File: src/rtl/kogge_stone_pipe.sv
// kogge_stone_pipe: pipelined Kogge-Stone adder/subtractor with stall-all valid/ready flow control
module kogge_stone_pipe #(
    parameter int WIDTH = 16,
    parameter int LPS   = 1
) (
    input  logic             clk,
    input  logic             rst,
    input  logic             in_valid,
    output logic             in_ready,
    input  logic [WIDTH-1:0] a,
    input  logic [WIDTH-1:0] b,
    input  logic             cin,
    input  logic             sub,
    output logic             out_valid,
    input  logic             out_ready,
    output logic [WIDTH-1:0] sum,
    output logic             cout,
    output logic             ovf
);
    localparam int N = $clog2(WIDTH);
    localparam int S = (N + LPS - 1) / LPS;

    logic             advance, accept;
    logic [WIDTH-1:0] b_eff, p0, g_fin;
    logic [WIDTH-1:0] g_q [S];
    logic [WIDTH-1:0] g_d [S];
    logic [WIDTH-1:0] p_q [S];
    logic [WIDTH-1:0] p_d [S];
    logic [WIDTH-1:0] po_q [S];
    logic [WIDTH-1:0] po_d [S];
    logic             c0_q [S];
    logic             c0_d [S];
    logic             v_q [S];
    logic             v_d [S];
    logic [WIDTH-1:0] lg [S][LPS+1];
    logic [WIDTH-1:0] lp [S][LPS+1];
    logic [WIDTH-1:0] sum_q, sum_d;
    logic             cout_q, cout_d, ovf_q, ovf_d, out_valid_q;

    assign advance  = !out_valid_q || out_ready;
    assign in_ready = advance && !rst;
    assign accept   = in_valid && in_ready;

    assign b_eff   = b ^ {WIDTH{sub}};
    assign p0      = a ^ b_eff;
    assign c0_d[0] = cin ^ sub;
    assign p_d[0]  = p0;
    assign po_d[0] = p0;
    assign g_d[0]  = (a & b_eff) | {{(WIDTH-1){1'b0}}, p0[0] & c0_d[0]};
    assign v_d[0]  = accept;

    // Each stage applies up to LPS prefix levels to its registered (G, P) pair
    for (genvar s = 0; s < S; s++) begin : g_stage
        assign lg[s][0] = g_q[s];
        assign lp[s][0] = p_q[s];
        for (genvar j = 0; j < LPS; j++) begin : g_lvl
            localparam int K = s * LPS + j;
            if (K < N) begin : g_cell
                localparam int D = 1 << K;
                assign lg[s][j+1] = lg[s][j] | (lp[s][j] & (lg[s][j] << D));
                assign lp[s][j+1] = lp[s][j] & ((lp[s][j] << D) | {{(WIDTH-D){1'b0}}, {D{1'b1}}});
            end else begin : g_pass
                assign lg[s][j+1] = lg[s][j];
                assign lp[s][j+1] = lp[s][j];
            end
        end
        if (s > 0) begin : g_link
            assign g_d[s]  = lg[s-1][LPS];
            assign p_d[s]  = lp[s-1][LPS];
            assign po_d[s] = po_q[s-1];
            assign c0_d[s] = c0_q[s-1];
            assign v_d[s]  = v_q[s-1];
        end
    end

    // G[i] is the carry out of bit i, so it is also the carry into bit i+1
    assign g_fin  = lg[S-1][LPS];
    assign sum_d  = po_q[S-1] ^ {g_fin[WIDTH-2:0], c0_q[S-1]};
    assign cout_d = g_fin[WIDTH-1];
    assign ovf_d  = g_fin[WIDTH-1] ^ g_fin[WIDTH-2];

    always_ff @(posedge clk) begin
        if (rst) begin
            v_q         <= '{default: 1'b0};
            out_valid_q <= 1'b0;
            sum_q       <= '0;
            cout_q      <= 1'b0;
            ovf_q       <= 1'b0;
        end else if (advance) begin
            g_q         <= g_d;
            p_q         <= p_d;
            po_q        <= po_d;
            c0_q        <= c0_d;
            v_q         <= v_d;
            out_valid_q <= v_q[S-1];
            sum_q       <= sum_d;
            cout_q      <= cout_d;
            ovf_q       <= ovf_d;
        end
    end

    assign out_valid = out_valid_q;
    assign sum       = sum_q;
    assign cout      = cout_q;
    assign ovf       = ovf_q;
endmodule

File: config.mk
export PLATFORM = sky130hd
export DESIGN_NAME = kogge_stone_pipe
export DESIGN_NICKNAME = d
export VERILOG_FILES = /design/src/rtl/kogge_stone_pipe.sv
export SDC_FILE = /design/constraint.sdc
export NUM_CORES = 1
export LEC_CHECK = 0
export ABC_AREA = 1
export CAP_MARGIN = 25
export CORE_MARGIN = 5
export CORE_UTILIZATION = 50
export DETAILED_ROUTE_END_ITERATION = 6
export GPL_ROUTABILITY_DRIVEN = 0
export PLACE_DENSITY = 0.7
export SLEW_MARGIN = 20
export SYNTH_ARGS = -nofsm -noshare
export SYNTH_HDL_FRONTEND = slang
export SYNTH_SLANG_ARGS = --single-unit
File: constraint.sdc
create_clock -name clk -period 28.9 [get_ports clk]
set_clock_uncertainty 0.05 [all_clocks]
set_input_delay 4.335 -clock clk [delete_from_list [all_inputs] [get_ports clk]]
set_output_delay 4.335 -clock clk [all_outputs]
set_load 0.01 [all_outputs]
; ---- After elaboration in Yosys (flattened, before gate mapping)
; Cells that the tools add are included.
; W data, S select, Z words.
[word_totals]
ff_bits = 203
elab_cells = 49
out_inout_bits = 20
in_bits = 38
[op_classes]
n_bitwise = 20
reduce_logical = 6
[ops]
columns = op, n
row1 = $and A16 B16 Y16, 8
row2 = $or A16 B16 Y16, 4
row3 = $xor A16 B16 Y16, 3
row4 = $or A16 B1 Y16, 1
row5 = $logic_and A1 B1 Y1, 2
row6 = $logic_not A1 Y1, 2
row7 = $reduce_and A2 Y1, 1
row8 = $xor A1 B1 Y1, 2
row9 = $and A1 B1 Y1, 1
row10 = $logic_or A1 B1 Y1, 1
row11 = $not A1 Y1, 1

; ---- Longest topological paths before layout
; Gate-level depths: netlist (run 1).
[logic_depth]
word_depth = 4
ltp_mapped = 7

; ---- Worst setup path after synthesis (run 1)
; No wires, ideal clock.
[synth_path]
path_kind = input-to-output
start = input out_ready
end = output in_ready
setup_slack_ns = 12.992
path_stages = 4
t_arrival_ns = 11.523
path_buffers = 0
required_ns = 24.515
cell_sequence = inv_2 nand2_4 inv_1 nor2_1
[synth_between]
elab_chain_len = 2
[synth_rtl]
columns = item, line_no
row1 = start: declaration, 15  ; input logic out_ready,
row2 = $logic_or A1 B1 Y1, 40  ; assign advance = !out_valid_q || out_ready;
row3 = $logic_and A1 B1 Y1, 41  ; assign in_ready = advance && !rst;
row4 = end: declaration, 9  ; output logic in_ready,
; No other way between the ends.

; ---- Worst setup path after layout (run 1)
; Ends and elaborated chain as after synthesis.

==> flow_metrics.env, run 1 <==
export IMPL_status="finished, final reports clean"
export IMPL_synth_fa_ha_area_share_pct=2.854
export IMPL_portBuffers=57
export IMPL_synth_edf_count=166
export IMPL_overflow=0
export IMPL_yosys_most_used_dff="edfxtp_1"
export IMPL_crit_path_max_incr_delay_ps=770
export IMPL_max_slew_margin_rel_pct=34.74
export IMPL_worstMarginPinSlew_ps=975.8
export IMPL_met2_usage_pct=19.68
export IMPL_drtIter0Drc=298
export IMPL_cts_buffer_depth=2
export IMPL_hpwl_um=6656
export IMPL_cp_arrival_ps=6830
export IMPL_finalSetupViolations=0
export IMPL_drt_pass1_iter_count=4
export IMPL_synthCells=467
export IMPL_path_buf_inv=4
export IMPL_synth_compound_area_share_pct=7.064
export IMPL_final_nets=592
export IMPL_synth_largest_area_cell="edfxtp_1"
export IMPL_final_core_util_pct=60.89
export IMPL_crit_top_cell="clkdlybuf4s50_1"
export IMPL_cap_violations=0
export IMPL_grt_max_degree=70
export IMPL_antenna_found_initial=0
export IMPL_switching_power_w=0.0001296
export IMPL_p_sw_share_pct=20.88
export IMPL_syn_area_um2=7014
export IMPL_syn_avg_cell_area_um2=15.02
export IMPL_met1_usage_pct=16.64
export IMPL_cts_buffers=17
export IMPL_pwr_share_clk_pct=39.9
export IMPL_dieArea_um2=16500
export IMPL_top_usage_layer="met2"
export IMPL_crit_type="primary input to output pin"
export IMPL_synth_top_family_by_area="compound AO/OA/AOI/OAI gates"
export IMPL_synthSimpleGateAreaFrac_pct=5.280
export IMPL_crit_path_max_fanout=41
export IMPL_rsz0062_at_grt="false"
export IMPL_insertion_delay_ps=420
export IMPL_vias=3492
export IMPL_drive_above_1_share_pct=6.897
export IMPL_synth_xor_area_share_pct=3.122
export IMPL_finalSetupTns_ps=0
export IMPL_synth_mux_area_share_pct=0
export IMPL_grt_pass1_vias=3425
export IMPL_fp_row_count=43
export IMPL_routed_wl_um=9850
export IMPL_synthArstFlopShare_pct=0
export IMPL_fillers=1011
export IMPL_postRouteAntennaNets=0
export IMPL_fin_crit_ps=11220
export IMPL_seq_power_share_pct=54.2
export IMPL_post_drt_wl_per_cell_um=13.47
export IMPL_diodes=0
export IMPL_p_int_w=0.0004911
export IMPL_worst_ep_required_time_ps=24520
export IMPL_finalPower_w=0.0006207
export IMPL_dpl_instance_area_um2=7770
export IMPL_ys_warn_count=0
export IMPL_use_met3_pct=3.487
export IMPL_root_buffer="clkbuf_16"
export IMPL_synth_area_top_cells="edfxtp_1 (71%), dfxtp_1 (6.6%), a21o_1 (4.1%)"
export IMPL_fin_crit_sh_pct=38.82
export IMPL_critPathLaunchType="primary input"
export IMPL_drv_slew=0
export IMPL_pin_count=58
export IMPL_p_per_area_nw_per_um2=73.72
export IMPL_hp_class="register to register"
export IMPL_end_kind="output pin"
export IMPL_vdd_drop_max_mv=0.03908
export IMPL_worstReg2RegStart="out_valid$_SDFFE_PP0P_"
export IMPL_start_util_pct=50.73
export IMPL_path_clk_slew_ps=70
export IMPL_hold_viol=0
export IMPL_viasPerCell=4.777
export IMPL_fmax_ghz=0.08913
export IMPL_ys_types=22
export IMPL_combinationalPowerShare_pct=5.9
export IMPL_path_cells="clkdlybuf4s50_1 -> inv_2 -> nand2_4 -> inv_1 -> nor2_4 -> clkdlybuf4s50_1"
export IMPL_cts_tree="yes"
export IMPL_synth_seq_area_share_pct=77.63
export IMPL_htreeDepth=4
export IMPL_coreArea_um2=13830
export IMPL_design_area_um2=8419
export IMPL_cts_sinks=189
export IMPL_grt_pass1_wl_um=16190
export IMPL_track_usage_pct=12.79
export IMPL_cts_setup_buffers=0
export IMPL_die_height_um=128.4
export IMPL_route_detailed_drc=0
export IMPL_ys_ff_latch=189
export IMPL_cts_hold_fix_buffers=0
export IMPL_area_growth_pct=20.03
export IMPL_holdWs_ps=367.9
export IMPL_critical_path_slowest_cell="nor2_4"
export IMPL_cts_resized=0
export IMPL_worst_path_dominant_cell_family="buffers and inverters"
export IMPL_syn_nets=521
export IMPL_worstHoldStart="po_d[21]$_DFFE_PP_"
export IMPL_cp_startpoint="out_ready"
export IMPL_yosysTopAreaCellShare_pct=71.07
export IMPL_die_width_um=128.4
export IMPL_leakage_nw=3.509
==> flip-flops by register name (all words and copies together), names as in the netlist, 3 cells and up <==
register	flops
v_d	3
sum	16
lp	37
g_q	64
c0_d	3
po_d	46
po_q	15
==> worst register-to-register path: stages (launching register included) <==
cell and delay, ps:
dfxtp_1 330, nand2_4 300, inv_1 210, nor2_4 770
buf_4 790
==> stage by stage <==
step,instances,worst slack [ps]
2_1_floorplan,467,12990
3_3_place_gp,699,17710
3_5_place_dp,699,17640
4_1_cts,731,17630
5_1_grt,731,17480
6_report,731,17680
==> cells by family after synthesis <==
kind of cell	after synthesis
adder cells (fa/ha/maj)	16
flip-flops	189
buffers and inverters	66
AO/OA/AOI/OAI	78
XOR/XNOR	25
AND/OR/NAND/NOR	93
==> cell usage in the layout, fill, tap and decap left out <==
cell / n
o21ai_0: 18
clkinv_8: 1
dfxtp_1: 23
buf_4: 2
edfxtp_1: 166
and2_1: 1
o21ai_1: 2
ha_1: 16
nand2_4: 1
clkbuf_16: 17
or2_1: 1
inv_2: 2
nand2_1: 70
a21o_1: 38
nand3_1: 7
a31oi_1: 5
a21oi_1: 14
inv_6: 7
inv_1: 57
a31o_1: 1
clkinv_4: 3
clkdlybuf4s50_1: 57
bufinv_16: 4
xnor2_1: 9
nor2_1: 12
nor2_4: 1
xor2_1: 16
==> final timing paths <==
kind              cells past startpoint  slack (ps)                end
setup reg to reg                      4       26040  g_q[25]$_DFFE_PP_
setup / recovery                      6       17680           in_ready
hold / removal                        0         370  po_d[5]$_DFFE_PP_
hold reg to reg                       0         370  po_d[5]$_DFFE_PP_
==> power groups by stage <==
stage	clock, W	sequential [W]	combinational [W]
2_1_floorplan	0	0.000342	0.0000206
3_3_place_gp	0	0.000342	0.0000359
3_5_place_dp	0	0.000343	0.0000371
4_1_cts	0.000254	0.000337	0.0000375
5_1_grt	0.000266	0.000339	0.0000414
6_report	0.000248	0.000336	0.0000367
==> synthesized netlist by cell type (all sizes together), types with 5 or more instances <==
master / n
inv: 59
xnor2: 9
o21ai: 20
nor2: 13
dfxtp: 23
a21o: 38
edfxtp: 166
xor2: 16
ha: 16
a31oi: 5
nand2: 71
nand3: 7
a21oi: 14
buf: 7
==> cell type report <==
type / count / area [um^2] / area share (%)
clock buffers: 17 / 425.4 / 5.053
clock inverters: 15 / 224.0 / 2.660
inverters: 59 / 221.5 / 2.630
multi-input cells: 212 / 1292 / 15.35
flip-flops and latches: 189 / 5445 / 64.68
well taps: 180 / 225.2 / 2.675
repair buffers: 59 / 585.6 / 6.955
==> layer usage <==
layer | up-vias | routed length, um
met5 | - | 0
met4 | 0 | 189
met3 | 16 | 433
met2 | 73 | 4819
met1 | 1628 | 4408
li1 | 1775 | -
Power figures use the tool's default switching activity.
==> run 2, diff against run 1 <==
- PLACE_DENSITY: 0.7 -> 0.73
- clock period: 28.9 -> 9.2 ns (I/O delays scaled with it)
==> flow_metrics.env, run 2 (synthesized netlist as in run 1, its figures left out) <==
export IMPL_status="finished, final reports clean"
export IMPL_drt_pass1_iter_count=4
export IMPL_max_slew_margin_rel_pct=36.45
export IMPL_drv_slew=0
export IMPL_cts_buffer_depth=2
export IMPL_fp_row_count=43
export IMPL_drive_above_1_share_pct=5.626
export IMPL_finalSetupViolations=0
export IMPL_root_buffer="clkbuf_16"
export IMPL_p_per_area_nw_per_um2=224.2
export IMPL_worstMarginPinSlew_ps=950.3
export IMPL_path_buf_inv=4
export IMPL_crit_path_max_incr_delay_ps=660
export IMPL_met2_usage_pct=20.90
export IMPL_route_detailed_drc=0
export IMPL_start_util_pct=50.73
export IMPL_holdWs_ps=366.1
export IMPL_finalSetupTns_ps=0
export IMPL_rsz0062_at_grt="false"
export IMPL_cts_setup_buffers=0
export IMPL_dpl_instance_area_um2=7770
export IMPL_htreeDepth=4
export IMPL_drtIter0Drc=263
export IMPL_fin_crit_ps=4986
export IMPL_end_kind="output pin"
export IMPL_vdd_drop_max_mv=0.1679
export IMPL_track_usage_pct=13.39
export IMPL_insertion_delay_ps=430
export IMPL_portBuffers=57
export IMPL_critPathLaunchType="primary input"
export IMPL_seq_power_share_pct=56.6
export IMPL_largest_reg_flops=64
export IMPL_hpwl_um=6908
export IMPL_pwr_share_clk_pct=37.2
export IMPL_hold_viol=0
export IMPL_switching_power_w=0.0003758
export IMPL_path_clk_slew_ps=60
export IMPL_viasPerCell=4.761
export IMPL_cts_sinks=189
export IMPL_cts_buffers=17
export IMPL_area_growth_pct=18.85
export IMPL_coreArea_um2=13830
export IMPL_leakage_nw=3.457
export IMPL_grt_pass1_vias=3585
export IMPL_worst_path_dominant_cell_family="buffers and inverters"
export IMPL_final_cell_mix="edfxtp_1 (166), nand2_1 (70), inv_1 (57), clkdlybuf4s50_1 (57), a21o_1 (38)"
export IMPL_use_met3_pct=4.442
export IMPL_crit_type="primary input to output pin"
export IMPL_antenna_found_initial=0
export IMPL_combinationalPowerShare_pct=6.2
export IMPL_dieArea_um2=16500
export IMPL_p_int_w=0.001493
export IMPL_routed_wl_um=10130
export IMPL_layout_commonest_cell="edfxtp_1"
export IMPL_regMostFlops="g_q"
export IMPL_worst_ep_required_time_ps=7770
export IMPL_crit_top_cell="clkdlybuf4s50_1"
export IMPL_top_usage_layer="met2"
export IMPL_post_drt_wl_per_cell_um=13.86
export IMPL_grt_max_degree=77
export IMPL_grt_pass1_wl_um=16870
export IMPL_met1_usage_pct=16.85
export IMPL_finalPower_w=0.001869
export IMPL_die_width_um=128.4
export IMPL_pin_count=58
export IMPL_final_core_util_pct=60.29
export IMPL_crit_path_max_fanout=41
export IMPL_cts_hold_fix_buffers=0
export IMPL_final_nets=592
export IMPL_design_area_um2=8337
export IMPL_cts_tree="yes"
export IMPL_p_sw_share_pct=20.11
export IMPL_diodes=0
export IMPL_die_height_um=128.4
export IMPL_vias=3480
export IMPL_cp_arrival_ps=3560
export IMPL_cts_resized=0
export IMPL_fmax_ghz=0.2006
export IMPL_critical_path_slowest_cell="clkdlybuf4s50_1"
export IMPL_path_cells="clkdlybuf4s50_1 -> inv_2 -> nand2_4 -> inv_1 -> nor2_4 -> clkdlybuf4s50_1"
export IMPL_cap_violations=0
export IMPL_postRouteAntennaNets=0
export IMPL_overflow=0
export IMPL_hp_class="register to register"
export IMPL_fin_crit_sh_pct=54.19
[run 2: per-layer routing]
metal  share of wire, %  vias up  routed length [um]
li1                   -     1775                   -
met1                 45     1614                4545
met2                 48       74                4867
met3                4.9       17                 495
met4                2.2        0                 223
met5                  0        -                   0
[run 2: worst register-to-register path: stages, from the launching register on]
cell and delay (ps):
dfxtp_1 330, nand2_4 300, inv_1 210, nor2_4 500
buf_4 810
[run 2: cell type report]
| class | count | area [um^2] |
|---|---|---|
| fillers | 1022 | 5490 |
| flip-flops and latches | 189 | 5445 |
| multi-input cells | 212 | 1292 |
| repair buffers | 59 | 585.6 |
| clock buffers | 26 | 479.2 |
| well taps | 180 | 225.2 |
| inverters | 59 | 221.5 |
| clock inverters | 6 | 87.58 |
[run 2: worst paths after layout]
kind	start	end	slack [ps]	depth (start not counted)
setup / recovery	out_ready	in_ready	4210	6
hold / removal	lp[48]$_DFFE_PP_	lp[16]$_DFFE_PP_	370	0
setup reg to reg	out_valid$_SDFFE_PP0P_	po_d[17]$_DFFE_PP_	6580	4
hold reg to reg	lp[48]$_DFFE_PP_	lp[16]$_DFFE_PP_	370	0
[run 2: power by group through the flow]
stage / clock [W] / combinational (W) / sequential [W]
finish: 0.000695 / 0.000116 / 0.00106
global route: 0.000744 / 0.000132 / 0.00107
CTS: 0.000714 / 0.000118 / 0.00106
global placement: 0 / 0.000112 / 0.00107
floorplan: 0 / 0.0000648 / 0.00107
detailed placement: 0 / 0.000116 / 0.00108
[run 2: per-stage QoR]
stage          cells  setup WS (ps)
2_1_floorplan    467           1929
3_3_place_gp     699           4281
3_5_place_dp     699           4230
4_1_cts          731           4225
5_1_grt          731           4061
6_report         731           4214
